File: config.mk
export PLATFORM = sky130hd
export DESIGN_NAME = frame_resync_ctrl_flat
export DESIGN_NICKNAME = d
export VERILOG_FILES = /design/src/rtl/frame_resync_pkg.sv /design/src/rtl/frame_resync_ctrl_if.sv /design/src/rtl/frame_resync_timer.sv /design/src/rtl/frame_resync_ctrl.sv /design/src/flat_wrapper.sv
export SDC_FILE = /design/constraint.sdc
export NUM_CORES = 1
export LEC_CHECK = 0
export BUFFER_PORTS_ARGS = -buffer_cell sky130_fd_sc_hd__buf_2
export CAP_MARGIN = 20
export CORE_MARGIN = 3
export CORE_UTILIZATION = 30
export CTS_BUF_LIST = sky130_fd_sc_hd__clkbuf_4 sky130_fd_sc_hd__clkbuf_8
export CTS_CLUSTER_DIAMETER = 100
export DETAILED_ROUTE_END_ITERATION = 10
export GPL_TIMING_DRIVEN = 0
export PLACE_DENSITY_LB_ADDON = 0.1
export SLEW_MARGIN = 30
export SYNTH_ARGS = -nofsm -noshare
export SYNTH_HDL_FRONTEND = slang
export SYNTH_SLANG_ARGS = --single-unit
File: constraint.sdc
create_clock -name clk -period 4.55 [get_ports clk]
set_input_delay 0 -clock clk [delete_from_list [all_inputs] [get_ports clk]]
set_output_delay 0 -clock clk [all_outputs]
set_load 0.1 [all_outputs]
File: src/rtl/frame_resync_pkg.sv
// ============================================================================
// frame_resync_pkg
// ----------------------------------------------------------------------------
// Shared definitions for the frame resynchronisation controller: the FSM state
// encoding, default parameter values, the divider counter width and a helper
// used to range-check the cycle parameters at elaboration time.
//
// Contents:
//   state_e             - controller phase (IDLE, DRAIN, PULSE, HOLD)
//   DEF_*               - default parameter values for the controller
//   DIV_W               - width of the end-of-packet divider counter
//   cycleParamOk()      - true when a cycle count lies in minVal..2^cntW
// ============================================================================
package frame_resync_pkg;

   typedef enum logic [1:0] {
      ST_IDLE  = 2'd0,
      ST_DRAIN = 2'd1,
      ST_PULSE = 2'd2,
      ST_HOLD  = 2'd3
   } state_e;

   localparam int DEF_WAIT_CYCLES  = 7;
   localparam int DEF_RESET_CYCLES = 1;
   localparam int DEF_HOLD_CYCLES  = 5;
   localparam int DEF_FRAME_DIV    = 1;
   localparam int DEF_CNT_W        = 8;
   localparam int DEF_FCNT_W       = 16;

   // The divider only ever has to reach 254, so eight bits always suffice.
   localparam int DIV_W            = 8;

   // A phase of N cycles is timed by a counter running 0..N-1, so the largest
   // legal N for a cntW-bit counter is 2^cntW.
   function automatic bit cycleParamOk(input int value, input int minVal, input int cntW);
      return (value >= minVal) && (value <= (1 << cntW));
   endfunction

endpackage

File: src/rtl/frame_resync_ctrl_if.sv
// ============================================================================
// frame_resync_ctrl_if
// ----------------------------------------------------------------------------
// Bundles the stream handshake, control requests and status outputs of the
// frame resynchronisation controller. Clock and reset are kept outside.
//
// Signals:
//   enable              - arms end-of-packet triggered resync
//   stream_valid        - upstream beat valid
//   stream_endofpacket  - beat is the last of a frame
//   resync_req          - single-cycle software resync request
//   stream_ready        - controller accepts beats (IDLE only)
//   video_stream_reset  - active-low reset to the downstream video pipeline
//   busy                - controller is in a resync sequence
//   frame_count         - accepted end-of-packet count
//
// Modports:
//   master - the stream source / software side (drives requests)
//   slave  - the controller itself
// ============================================================================
interface frame_resync_ctrl_if
   import frame_resync_pkg::*;
#(
   parameter int FCNT_W = DEF_FCNT_W
);

   logic              enable;
   logic              stream_valid;
   logic              stream_endofpacket;
   logic              resync_req;
   logic              stream_ready;
   logic              video_stream_reset;
   logic              busy;
   logic [FCNT_W-1:0] frame_count;

   modport master (
      output enable,
      output stream_valid,
      output stream_endofpacket,
      output resync_req,
      input  stream_ready,
      input  video_stream_reset,
      input  busy,
      input  frame_count
   );

   modport slave (
      input  enable,
      input  stream_valid,
      input  stream_endofpacket,
      input  resync_req,
      output stream_ready,
      output video_stream_reset,
      output busy,
      output frame_count
   );

endinterface

File: src/rtl/frame_resync_timer.sv
// ============================================================================
// frame_resync_timer
// ----------------------------------------------------------------------------
// Phase timer for the resync controller. A load captures the length of the
// phase that is about to start and clears the counter; the counter then runs
// 0..limit-1 and stops there, raising done_o on the final cycle of the phase.
// The counter never wraps.
//
// Ports:
//   clk      in   clock, rising edge
//   reset    in   synchronous active-high reset
//   load_i   in   start a new phase (clears the counter)
//   limit_i  in   length of the new phase in cycles (1..2^CNT_W)
//   done_o   out  high during the last cycle of the current phase
// ============================================================================
module frame_resync_timer
   import frame_resync_pkg::*;
#(
   parameter int CNT_W = DEF_CNT_W
) (
   input  logic             clk,
   input  logic             reset,
   input  logic             load_i,
   input  logic [CNT_W:0]   limit_i,
   output logic             done_o
);

   logic [CNT_W-1:0] count_q;
   logic [CNT_W-1:0] last_q;
   logic [CNT_W:0]   limitMinusOne;
   logic [CNT_W-1:0] lastIndex;

   // The counter compares against limit-1, which always fits in CNT_W bits
   // because the limit is at most 2^CNT_W. A zero limit is never loaded by
   // the controller, but it is clamped so the stored index stays sane.
   always_comb begin
      limitMinusOne = limit_i - (CNT_W+1)'(1);
      lastIndex     = limitMinusOne[CNT_W-1:0];
      if (limit_i == '0) begin
         lastIndex = '0;
      end
   end

   // Load restarts the phase from zero; otherwise the counter advances until
   // it reaches the stored final index and parks there.
   always_ff @(posedge clk) begin
      if (reset) begin
         count_q <= '0;
         last_q  <= '0;
      end else if (load_i) begin
         count_q <= '0;
         last_q  <= lastIndex;
      end else if (!done_o) begin
         count_q <= count_q + CNT_W'(1);
      end
   end

   assign done_o = (count_q == last_q);

endmodule

File: src/rtl/frame_resync_ctrl.sv
// ============================================================================
// frame_resync_ctrl
// ----------------------------------------------------------------------------
// Frame resynchronisation controller. Counts accepted end-of-packet beats and,
// on every FRAME_DIV-th one while enabled (or on a software request), runs a
// resync sequence: stall the stream for WAIT_CYCLES (DRAIN), drive the
// active-low downstream reset for RESET_CYCLES (PULSE), then keep the stream
// stalled for HOLD_CYCLES (HOLD) before accepting data again (IDLE).
// Software requests that arrive mid-sequence are remembered and replayed once.
//
// Ports:
//   clk    in     clock, rising edge
//   reset  in     synchronous active-high reset
//   bus    slave  stream handshake, requests and status (see interface)
// ============================================================================
module frame_resync_ctrl
   import frame_resync_pkg::*;
#(
   parameter int WAIT_CYCLES  = DEF_WAIT_CYCLES,
   parameter int RESET_CYCLES = DEF_RESET_CYCLES,
   parameter int HOLD_CYCLES  = DEF_HOLD_CYCLES,
   parameter int FRAME_DIV    = DEF_FRAME_DIV,
   parameter int CNT_W        = DEF_CNT_W,
   parameter int FCNT_W       = DEF_FCNT_W
) (
   input  logic                clk,
   input  logic                reset,
   frame_resync_ctrl_if.slave  bus
);

   // Refuse to elaborate with parameters the timer or divider cannot honour.
   if (CNT_W < 1 || CNT_W > 30) begin : gBadCntW
      $error("frame_resync_ctrl: CNT_W must be 1..30");
   end
   if (FCNT_W < 1) begin : gBadFcntW
      $error("frame_resync_ctrl: FCNT_W must be at least 1");
   end
   if (!cycleParamOk(WAIT_CYCLES, 1, CNT_W)) begin : gBadWait
      $error("frame_resync_ctrl: WAIT_CYCLES must be 1..2^CNT_W");
   end
   if (!cycleParamOk(RESET_CYCLES, 1, CNT_W)) begin : gBadReset
      $error("frame_resync_ctrl: RESET_CYCLES must be 1..2^CNT_W");
   end
   if (!cycleParamOk(HOLD_CYCLES, 0, CNT_W)) begin : gBadHold
      $error("frame_resync_ctrl: HOLD_CYCLES must be 0..2^CNT_W");
   end
   if (FRAME_DIV < 1 || FRAME_DIV > 255) begin : gBadDiv
      $error("frame_resync_ctrl: FRAME_DIV must be 1..255");
   end

   localparam logic [CNT_W:0] WAIT_LIM  = (CNT_W+1)'(WAIT_CYCLES);
   localparam logic [CNT_W:0] RESET_LIM = (CNT_W+1)'(RESET_CYCLES);
   localparam logic [CNT_W:0] HOLD_LIM  = (CNT_W+1)'(HOLD_CYCLES);
   localparam logic [DIV_W-1:0] DIV_LAST = DIV_W'(FRAME_DIV - 1);

   state_e            state_q;
   state_e            state_d;
   logic              ready_q;
   logic              ready_d;
   logic              videoResetN_q;
   logic              videoResetN_d;
   logic              busy_q;
   logic              busy_d;
   logic              pending_q;
   logic              pending_d;
   logic [DIV_W-1:0]  divCnt_q;
   logic [DIV_W-1:0]  divCnt_d;
   logic [FCNT_W-1:0] frameCount_q;
   logic [FCNT_W-1:0] frameCount_d;

   logic              eopAccepted;
   logic              eopTrigger;
   logic              startSeq;
   logic              timerLoad;
   logic [CNT_W:0]    timerLimit;
   logic              timerDone;

   // A beat is only accepted while we advertise ready, which happens in IDLE
   // only, so any end-of-packet seen mid-sequence is dropped here. The divider
   // reaching its last value on an accepted end-of-packet is the trigger, and
   // a pending software request also counts as a reason to start.
   always_comb begin
      eopAccepted = bus.stream_valid & bus.stream_endofpacket & ready_q;
      eopTrigger  = eopAccepted & bus.enable & (divCnt_q == DIV_LAST);
      startSeq    = eopTrigger | bus.resync_req | pending_q;
   end

   // Bookkeeping for the frame counter, divider and pending request. The
   // divider is held at zero whenever enable is low so re-arming always starts
   // a fresh count. A request made while busy is folded into a single pending
   // flag; IDLE always consumes it because IDLE starts a sequence on it.
   always_comb begin
      frameCount_d = frameCount_q;
      if (eopAccepted) begin
         frameCount_d = frameCount_q + FCNT_W'(1);
      end

      divCnt_d = divCnt_q;
      if (!bus.enable || eopTrigger) begin
         divCnt_d = '0;
      end else if (eopAccepted) begin
         divCnt_d = divCnt_q + DIV_W'(1);
      end

      pending_d = 1'b0;
      if (state_q != ST_IDLE) begin
         pending_d = pending_q | bus.resync_req;
      end
   end

   // Next-state logic. Every phase change reloads the timer with the length
   // of the phase being entered; the PULSE exit skips HOLD entirely when no
   // recovery time is configured.
   always_comb begin
      state_d    = state_q;
      timerLoad  = 1'b0;
      timerLimit = WAIT_LIM;
      case (state_q)
         ST_IDLE: begin
            if (startSeq) begin
               state_d    = ST_DRAIN;
               timerLoad  = 1'b1;
               timerLimit = WAIT_LIM;
            end
         end
         ST_DRAIN: begin
            if (timerDone) begin
               state_d    = ST_PULSE;
               timerLoad  = 1'b1;
               timerLimit = RESET_LIM;
            end
         end
         ST_PULSE: begin
            if (timerDone) begin
               if (HOLD_CYCLES == 0) begin
                  state_d = ST_IDLE;
               end else begin
                  state_d    = ST_HOLD;
                  timerLoad  = 1'b1;
                  timerLimit = HOLD_LIM;
               end
            end
         end
         ST_HOLD: begin
            if (timerDone) begin
               state_d = ST_IDLE;
            end
         end
         default: begin
            state_d = ST_IDLE;
         end
      endcase
   end

   // Outputs are decoded from the next state so they can be registered in
   // the same edge as the state itself and always match the current phase.
   always_comb begin
      ready_d       = (state_d == ST_IDLE);
      videoResetN_d = (state_d != ST_PULSE);
      busy_d        = (state_d != ST_IDLE);
   end

   // State and output registers. Reset wins over every input, including a
   // software request arriving in the same cycle.
   always_ff @(posedge clk) begin
      if (reset) begin
         state_q       <= ST_IDLE;
         ready_q       <= 1'b1;
         videoResetN_q <= 1'b1;
         busy_q        <= 1'b0;
      end else begin
         state_q       <= state_d;
         ready_q       <= ready_d;
         videoResetN_q <= videoResetN_d;
         busy_q        <= busy_d;
      end
   end

   // Frame counter, divider and pending flag registers.
   always_ff @(posedge clk) begin
      if (reset) begin
         frameCount_q <= '0;
         divCnt_q     <= '0;
         pending_q    <= 1'b0;
      end else begin
         frameCount_q <= frameCount_d;
         divCnt_q     <= divCnt_d;
         pending_q    <= pending_d;
      end
   end

   frame_resync_timer #(
      .CNT_W   (CNT_W)
   ) uTimer (
      .clk     (clk),
      .reset   (reset),
      .load_i  (timerLoad),
      .limit_i (timerLimit),
      .done_o  (timerDone)
   );

   assign bus.stream_ready       = ready_q;
   assign bus.video_stream_reset = videoResetN_q;
   assign bus.busy               = busy_q;
   assign bus.frame_count        = frameCount_q;

endmodule

File: src/flat_wrapper.sv
// flat-port wrapper written by rule: the top's interface ports become plain ports
module frame_resync_ctrl_flat import frame_resync_pkg::*;
#(
   parameter int WAIT_CYCLES  = DEF_WAIT_CYCLES,
   parameter int RESET_CYCLES = DEF_RESET_CYCLES,
   parameter int HOLD_CYCLES  = DEF_HOLD_CYCLES,
   parameter int FRAME_DIV    = DEF_FRAME_DIV,
   parameter int CNT_W        = DEF_CNT_W,
   parameter int FCNT_W       = DEF_FCNT_W
)
  (clk, reset, bus_enable, bus_stream_valid, bus_stream_endofpacket, bus_resync_req, bus_stream_ready, bus_video_stream_reset, bus_busy, bus_frame_count);
  frame_resync_ctrl_if #(.FCNT_W(FCNT_W)) bus_i ();
  input  logic clk;
  input  logic reset;
  input wire logic [$bits(bus_i.enable)-1:0] bus_enable;
  input wire logic [$bits(bus_i.stream_valid)-1:0] bus_stream_valid;
  input wire logic [$bits(bus_i.stream_endofpacket)-1:0] bus_stream_endofpacket;
  input wire logic [$bits(bus_i.resync_req)-1:0] bus_resync_req;
  output wire logic [$bits(bus_i.stream_ready)-1:0] bus_stream_ready;
  output wire logic [$bits(bus_i.video_stream_reset)-1:0] bus_video_stream_reset;
  output wire logic [$bits(bus_i.busy)-1:0] bus_busy;
  output wire logic [$bits(bus_i.frame_count)-1:0] bus_frame_count;
  assign bus_i.enable = bus_enable;
  assign bus_i.stream_valid = bus_stream_valid;
  assign bus_i.stream_endofpacket = bus_stream_endofpacket;
  assign bus_i.resync_req = bus_resync_req;
  assign bus_stream_ready = bus_i.stream_ready;
  assign bus_video_stream_reset = bus_i.video_stream_reset;
  assign bus_busy = bus_i.busy;
  assign bus_frame_count = bus_i.frame_count;
  frame_resync_ctrl #(.WAIT_CYCLES(WAIT_CYCLES), .RESET_CYCLES(RESET_CYCLES), .HOLD_CYCLES(HOLD_CYCLES), .FRAME_DIV(FRAME_DIV), .CNT_W(CNT_W), .FCNT_W(FCNT_W)) u_core (.clk(clk), .reset(reset), .bus(bus_i));
endmodule
==> metrics.txt, run 1 <==
outcome=completed; post-synthesis cell area=0.00185 mm^2; cell area power density=479 mW/mm^2; number of port buffers=23; share of total power consumed by net switching=0.377; number of warnings reported in the yosys synthesis log=0; wire length of the first global-routing pass=6570 um; layout cell share with drive strength beyond 1=0.155; Cell Int Power=about 640 uW; kind of critical path=register to register; total die area=slightly above 0.007 mm^2; post-CTS setup repair buffer count=0; Die Span Y=between 80 and 90 um; synthesis-to-finish area growth=16.1%; starting utilization of the core area=0.311; part of the cycle the worst path needs=0.446; Data required, critical path=approximately 4.7 ns; part of the total power dissipated in sequential elements=0.403; GR Util All Layers=0.113; DPL Wire Length=2670 um; Crit path largest cell delay=0.51 ns; pin count of the biggest net entering global routing=12; Layout Cells excl Fill=314; cell row count=28; final net count=253; most common cell after layout, fill and taps aside=sky130_fd_sc_hd__dfxtp_1; max_cap viols=0; clock share of power=0.223; ANT nets after route=0; clock transition at the register clock pins on the worst setup and hold paths after CTS=0.07 ns; total clock buffers created by CTS=5; sequential element share of the synthesized area=0.432; maximum vdd drop=roughly 0.29 mV; sum of buffers and inverters on the critical path=1; worst clock skew=0.00586 ns; max-slew violation count=0; cts hold-fix bufs=0; fraction of power consumed by combinational cells=0.374; cell total after placement=between 300 and 400; time the worst path needs with I/O delays and setup=2.03 ns; antenna violations before repair=0; Gate Count Post-Synth=roughly 210; launching element type of the critical path=register; setup TNS=0 ns; top fanout value on the critical path=6; detail-routed via count per cell=4.61; reported net switching power=389 uW; Leak Pwr=0.834 nW; CTS HTree Levels=2; Post-Synthesis Mean Instance Area=8.87 um^2; worst min-delay path class=primary input to register; Hold Violations, Final=0; Netlist cell types=34; Die X-Extent=84.6 um; Clk Latency, worst-skew pair=0.28 ns; net count after synthesis=223; critical path cell sequence=inv_1 -> ha_1 -> o41ai_1 -> mux2_2 -> nand2_1 -> or4_1; signal arrival time at the worst endpoint=about 2.2 ns; Max clock buf depth=2; Slew headroom=0.561; Final Core Density=0.361; clock tree from TritonCTS=built; DR pass1 iterations=4; global route overflow=0; slack of the critical path=~2.5 ns; final setup violating endpoints=0; Slowest cell on crit path=sky130_fd_sc_hd__or4_1; DR DRC count=0; number of resized instances in the post-cts repair step=0; final routed wire length divided by cell count=about 12 um; largest delay contributor family on the critical path=simple AND/OR/NAND/NOR gates; total number of vias=around 1,400; pre-CTS setup slack=2.52 ns; most used cells in the layout excluding fill and tap cells=sky130_fd_sc_hd__dfxtp_1 (40), sky130_fd_sc_hd__nor2_1 (29), sky130_fd_sc_hd__buf_2 (23), sky130_fd_sc_hd__nand2_1 (18), sky130_fd_sc_hd__xnor2_1 (14); unrepaired setup endpoints after global routing=false; clock tree sinks=40; GPL Wtd Cong=0.702; placeable core region=~0.0060 mm^2; vias in the first global route=around 1,500; DR iter-0 viols=35; kind of end point of the critical path=register; number of storage elements in the synthesis netlist=40; maximum achievable frequency=493 MHz; Post-Route WL=3660 um; count of boundary I/O pins=25; root buf cell=sky130_fd_sc_hd__clkbuf_8; transition time at the pin with the least slew margin=0.658 ns; count of inserted antenna diode cells=0
final timing paths:
| kind | from | end | slack, ns | cells after the start |
|---|---|---|---|---|
| worst max-delay path | u_core.state_q[0]$_SDFF_PP0_ | u_core.bus.video_stream_reset$_SDFF_PP1_ | 2.52 | 6 |
| worst min-delay path | bus_resync_req | u_core.pending_q$_SDFF_PP0_ | 0.03 | 3 |
| worst max register to register | u_core.state_q[0]$_SDFF_PP0_ | u_core.bus.video_stream_reset$_SDFF_PP1_ | 2.52 | 6 |
| worst min register to register | u_core.uTimer.count_q[0]$_SDFFE_PP0N_ | u_core.uTimer.count_q[0]$_SDFFE_PP0N_ | 0.48 | 1 |
cell families (layout without fill, tap and decap cells):
family                   count (synthesis)  after routing  share of synthesized area
AO/OA/AOI/OAI                           16             16                     0.0560
XOR/XNOR                                27             27                      0.128
adder cells (fa/ha/maj)                  8              8                     0.0540
buffers and inverters                   17             47                     0.0445
flip-flops                              40             40                      0.432
multiplexers                             3              3                     0.0169
AND/OR/NAND/NOR                         98             98                      0.269
synth_stat cells, drive strengths merged:
cell type   n  share of area
o21ai       3         0.0081
or3         3          0.010
or4         2         0.0081
o41ai       1         0.0047
o311a       1         0.0054
and4        2         0.0094
nand2b      1         0.0034
nor2b       1         0.0034
xor2       13          0.061
nand4       5          0.017
o22a        1         0.0047
or4bb       1         0.0061
xnor2      14          0.066
mux2i       2          0.011
ha          8          0.054
or2         1         0.0034
or3b        1         0.0047
and3b       2         0.0094
nor4        5          0.017
inv        10          0.020
dfxtp      40           0.43
nor2       29          0.059
buf         3          0.016
a21oi       8          0.022
o31ai       1         0.0067
nand2      18          0.036
and3        6          0.020
nor3       11          0.030
nor4b       1         0.0081
nand3       9          0.024
mux2        1         0.0061
o311ai      1         0.0047
clkbuf      4         0.0081
tightest hold or removal path: stages:
cell and delay (ns):
sky130_fd_sc_hd__buf_2 0.09, sky130_fd_sc_hd__nor2_1 0.06, sky130_fd_sc_hd__nor3_1 0.12
power groups by stage:
stage               registers, mW  logic (mW)  clock network [mW]
finish                      0.415       0.386               0.229
global route                0.421       0.426               0.258
CTS                         0.416       0.391               0.242
detailed placement          0.424       0.389                   0
global placement            0.424       0.391                   0
floorplan                   0.508       0.237                   0
through the flow:
| stage | total power [mW] | hold WS, ns | area (um^2) |
|---|---|---|---|
| after floorplan | 0.745 | 0.189 | 1850 |
| after global placement | 0.815 | 0.308 | 2060 |
| after detailed placement | 0.813 | 0.326 | 2070 |
| after CTS | 1.05 | 0.0230 | 2150 |
| after global routing | 1.10 | 0.0878 | 2150 |
| final | 1.03 | 0.0305 | 2150 |
flip-flops by register name (all words and copies together), names as in the netlist:
| name | count |
|---|---|
| u_core.bus.busy | 1 |
| u_core.bus.frame_count | 16 |
| u_core.bus.stream_ready | 1 |
| u_core.bus.video_stream_reset | 1 |
| u_core.divCnt_q | 8 |
| u_core.pending_q | 1 |
| u_core.state_q | 2 |
| u_core.uTimer.count_q | 8 |
| u_core.uTimer.last_q | 2 |
routing by layer:
metal | routed length [um] | GRT usage
met3 | 158 | 0.0343
met5 | 0 | 0
met2 | 1650 | 0.183
met4 | 29 | 0.0432
met1 | 1830 | 0.141
area by class of cell:
class                      instances  area, um^2
buffer                             7        45.0
fill                             648        3800
clock inverter                     1        5.00
sequential                        40         801
timing repair buffer              23         115
clock buffer                       6        76.3
multi-input combinational        152         978
inverter                          10        37.5
tap                               75        93.8
Power figures use the tool's default switching activity.
==> run 2: changes to the inputs <==
--- a/config.mk
+++ b/config.mk
@@ -5,6 +5,7 @@
 export SDC_FILE = /design/constraint.sdc
 export NUM_CORES = 1
 export LEC_CHECK = 0
+export ABC_AREA = 1
 export BUFFER_PORTS_ARGS = -buffer_cell sky130_fd_sc_hd__buf_2
 export CAP_MARGIN = 20
 export CORE_MARGIN = 3
==> constraint.sdc (replaced) <==
create_clock -name clk -period 1.8 [get_ports clk]
set_input_delay 0 -clock clk [delete_from_list [all_inputs] [get_ports clk]]
set_output_delay 0 -clock clk [all_outputs]
set_load 0.1 [all_outputs]
==> run 2 against run 1 <==
- cell count is 24% higher
- synthesized area increased by 8.8%
- non-clock buffer count down 2
- sequential power grew 150%
- global-route usage increased by 0.90 points
- synthesized cell count grew 33%
- setup slack worse by 2.2 ns
- clock-buffer cell count is the same
- total power up 140%
- register-to-register slack got worse by 2.2 ns
- critical path type unchanged
- largest cell class unchanged
==> metrics.txt, run 2 <==
reg-to-reg setup timing slack=0.34 ns (-2.18 ns); final std cell area, no fill=0.00236 mm^2 (+9.6%); starting utilization of the core area=0.314 (+0.00270); total die area=0.00774 mm^2 (+8.1%); clock transition at the register clock pins on the worst setup and hold paths after CTS=0.08 ns (about the same); launching element type of the critical path=register; kind of end point of the critical path=register; DR DRC count=0 (unchanged); hold_ws=0.128 ns (+0.0974 ns); number of storage elements in the synthesis netlist=40 (unchanged); most instantiated library cell after synthesis=sky130_fd_sc_hd__nand2_1; Die Span Y=88.0 um (+4.0%); most used cells in the layout excluding fill and tap cells=sky130_fd_sc_hd__nand2_1 (57), sky130_fd_sc_hd__nor2_1 (40), sky130_fd_sc_hd__inv_1 (38), sky130_fd_sc_hd__dfxtp_1 (30), sky130_fd_sc_hd__buf_2 (26); DR iter-0 viols=59 (+69%); cell depth of the worst hold path=5 (+2); async set-reset flop share out of synthesis=0 (unchanged); Critical R2R Launch=u_core.divCnt_q[0]$_SDFFE_PP0N_; cell area power density=1030 mW/mm^2 (+120%); critical path cell sequence=inv_1 -> ha_1 -> nand2_1 -> nor2_1 -> nand3_1 -> nand2_1 -> nand2_1 -> nand2_1 -> nor2_4 -> nand3_1; DPL Wire Length=3140 um (+18%); Worst path most repeated cell=sky130_fd_sc_hd__nand2_1; final setup violating endpoints=0 (unchanged); CTS HTree Levels=2 (unchanged); Netlist cell types=30 (-12%); max-slew violation count=0 (unchanged); wire length of the first global-routing pass=7290 um (+11%); DR pass1 iterations=4 (unchanged); global route overflow=0 (unchanged); count of inserted antenna diode cells=0 (unchanged); synthesis-to-finish area growth=16.9%; count of boundary I/O pins=25 (unchanged); Leak Pwr=0.967 nW (+16%); placed instance area=0.00225 mm^2 (+8.5%); unrepaired setup endpoints after global routing=false; Gate Count Post-Synth=279 (+33%); layout cell share with drive strength beyond 1=0.214 (+0.0592); signal arrival time at the worst endpoint=1.64 ns (-0.55 ns); number of cells on the critical path=10 (+4); time the worst path needs with I/O delays and setup=1.46 ns (-0.568 ns); Critical Path Source=u_core.divCnt_q[0]$_SDFFE_PP0N_; transition time at the pin with the least slew margin=0.487 ns (-0.171 ns); Synth top cells by count=sky130_fd_sc_hd__nand2_1 (57), sky130_fd_sc_hd__dfxtp_1 (40), sky130_fd_sc_hd__nor2_1 (40); total number of vias=1,737 (+20%); part of the cycle the worst path needs=0.811 (+0.365); pin count of the biggest net entering global routing=13 (+1); post-synthesis cell area=0.00202 mm^2 (+8.8%); Max clock buf depth=2 (unchanged); sequential element share of the synthesized area=0.397 (-0.0348); total power=2.43 mW (+140%); destination of the critical timing path=u_core.bus.video_stream_reset$_SDFF_PP1_; area fraction of the dominant cell type after synthesis=0.397 (-0.0348); number of enable-type register cells in the synthesized netlist=0 (unchanged); clock tree sinks=40 (unchanged); kind of critical path=register to register; Final Core Density=0.367 (+0.00589); Crit path largest cell delay=0.38 ns (-0.13 ns); sum of buffers and inverters on the critical path=1 (unchanged); net count after synthesis=293 (+31%); detail-routed via count per cell=4.45 (-3.4%); maximum vdd drop=0.348 mV (+19%); number of port buffers=24 (+4.3%); worst flop-to-flop path endpoint=u_core.bus.video_stream_reset$_SDFF_PP1_; flip-flop count of the largest register after layout=16 (unchanged); Hold Violations, Final=0 (unchanged); synth top area cells=sky130_fd_sc_hd__dfxtp_1 (40%), sky130_fd_sc_hd__nand2_1 (11%), sky130_fd_sc_hd__nor2_1 (7.4%); total clock buffers created by CTS=5 (unchanged); setup TNS=0 ns (unchanged); Data required, critical path=1.98 ns (-2.73 ns); cell row count=29 (+3.6%); Die X-Extent=88.0 um (+4.0%); final net count=326 (+29%); Slowest cell on crit path=sky130_fd_sc_hd__dfxtp_1; ANT nets after route=0 (unchanged); top fanout value on the critical path=4 (-2); root buf cell=sky130_fd_sc_hd__clkbuf_8; clock tree from TritonCTS=built; vias in the first global route=1,620 (+10%); post-CTS setup repair buffer count=0 (unchanged); final routed wire length divided by cell count=10.8 um (-7.8%); R2R depth=10 (+4); primary flip-flop cell chosen by synthesis mapping=sky130_fd_sc_hd__dfxtp_1; largest delay contributor family on the critical path=simple AND/OR/NAND/NOR gates; GR Util All Layers=0.122 (+0.00899); max_cap viols=0 (unchanged); number of warnings reported in the yosys synthesis log=0 (unchanged); Slew headroom=0.677 (+0.117); most common cell after layout, fill and taps aside=sky130_fd_sc_hd__nand2_1; worst min-delay path class=primary input to register; worst clock skew=0.00513 ns (-0.000727 ns); placeable core region=0.00642 mm^2 (+7.8%); maximum achievable frequency=685 MHz (+39%); outcome=completed; Clk Latency, worst-skew pair=0.29 ns (about the same); GPL Wtd Cong=0.712 (+1.4%); largest area contributor in the synthesized netlist=sky130_fd_sc_hd__dfxtp_1; Post-Route WL=4190 um (+15%); Post-Synthesis Mean Instance Area=7.23 um^2 (-19%); antenna violations before repair=0 (unchanged); number of resized instances in the post-cts repair step=0 (unchanged)
## run 2: what timing repair did
action                                  CTS  global route
endpoints found under the setup margin    0             0
hold buffers                              2             0
hold endpoints to repair                  4             0
## run 2: metal layers
layer  vias up  share of wire  global-route usage
met5         -              0                   0
met3        10          0.033              0.0301
met4         0          0.028              0.0656
met2        23           0.46               0.201
met1       749           0.48               0.146
li1        955              -                   -
## run 2: through the flow
step                      setup WS, ns  std cells
after floorplan                 0.0334        279
after global placement           0.339        380
after detailed placement         0.325        380
after CTS                        0.305        390
after global routing             0.178        390
final                            0.340        390
## run 2: worst register-to-register path: stages, from the launching register on
cell and delay [ns]:
sky130_fd_sc_hd__dfxtp_1 0.38, sky130_fd_sc_hd__inv_1 0.07, sky130_fd_sc_hd__ha_1 0.19, sky130_fd_sc_hd__nand2_1 0.06
sky130_fd_sc_hd__nor2_1 0.04, sky130_fd_sc_hd__nand3_1 0.09, sky130_fd_sc_hd__nand2_1 0.07, sky130_fd_sc_hd__nand2_1 0.11
sky130_fd_sc_hd__nand2_1 0.10, sky130_fd_sc_hd__nor2_4 0.16, sky130_fd_sc_hd__nand3_1 0.07
## run 2: final cells by class
type	instances	area [um^2]
fillers	696	4060
multi-input cells	197	1060
flip-flops and latches	40	813
inverters	40	150
repair buffers	26	140
well taps	77	96.3
clock buffers	6	82.6
clock inverters	2	10.0
plain buffers	2	10.0
## run 2: kinds of logic after synthesis
| family | share of synthesized area |
|---|---|
| simple gates | 0.347 |
| flops | 0.397 |
| fa+ha+maj | 0.0496 |
| buf+inv | 0.0794 |
| compound gates | 0.101 |
| xor+xnor | 0.0261 |
## run 2: power by group
group | internal [mW] | switching, mW
Clock | 0.306 | 0.312
Combinational | 0.206 | 0.579
Sequential | 0.963 | 0.0623
Total | 1.48 | 0.953
## run 2: worst min-delay path by stage
stage | start | end | slack, ns
final | bus_stream_endofpacket | u_core.bus.frame_count[1]$_SDFFE_PP0N_ | 0.13
after global routing | bus_stream_endofpacket | u_core.bus.frame_count[1]$_SDFFE_PP0N_ | 0.13
after CTS | bus_stream_endofpacket | u_core.bus.frame_count[1]$_SDFFE_PP0N_ | 0.12
after detailed placement | reset | u_core.bus.frame_count[1]$_SDFFE_PP0N_ | 0.30
after global placement | bus_resync_req | u_core.pending_q$_SDFF_PP0_ | 0.29
after floorplan | reset | u_core.bus.frame_count[1]$_SDFFE_PP0N_ | 0.06
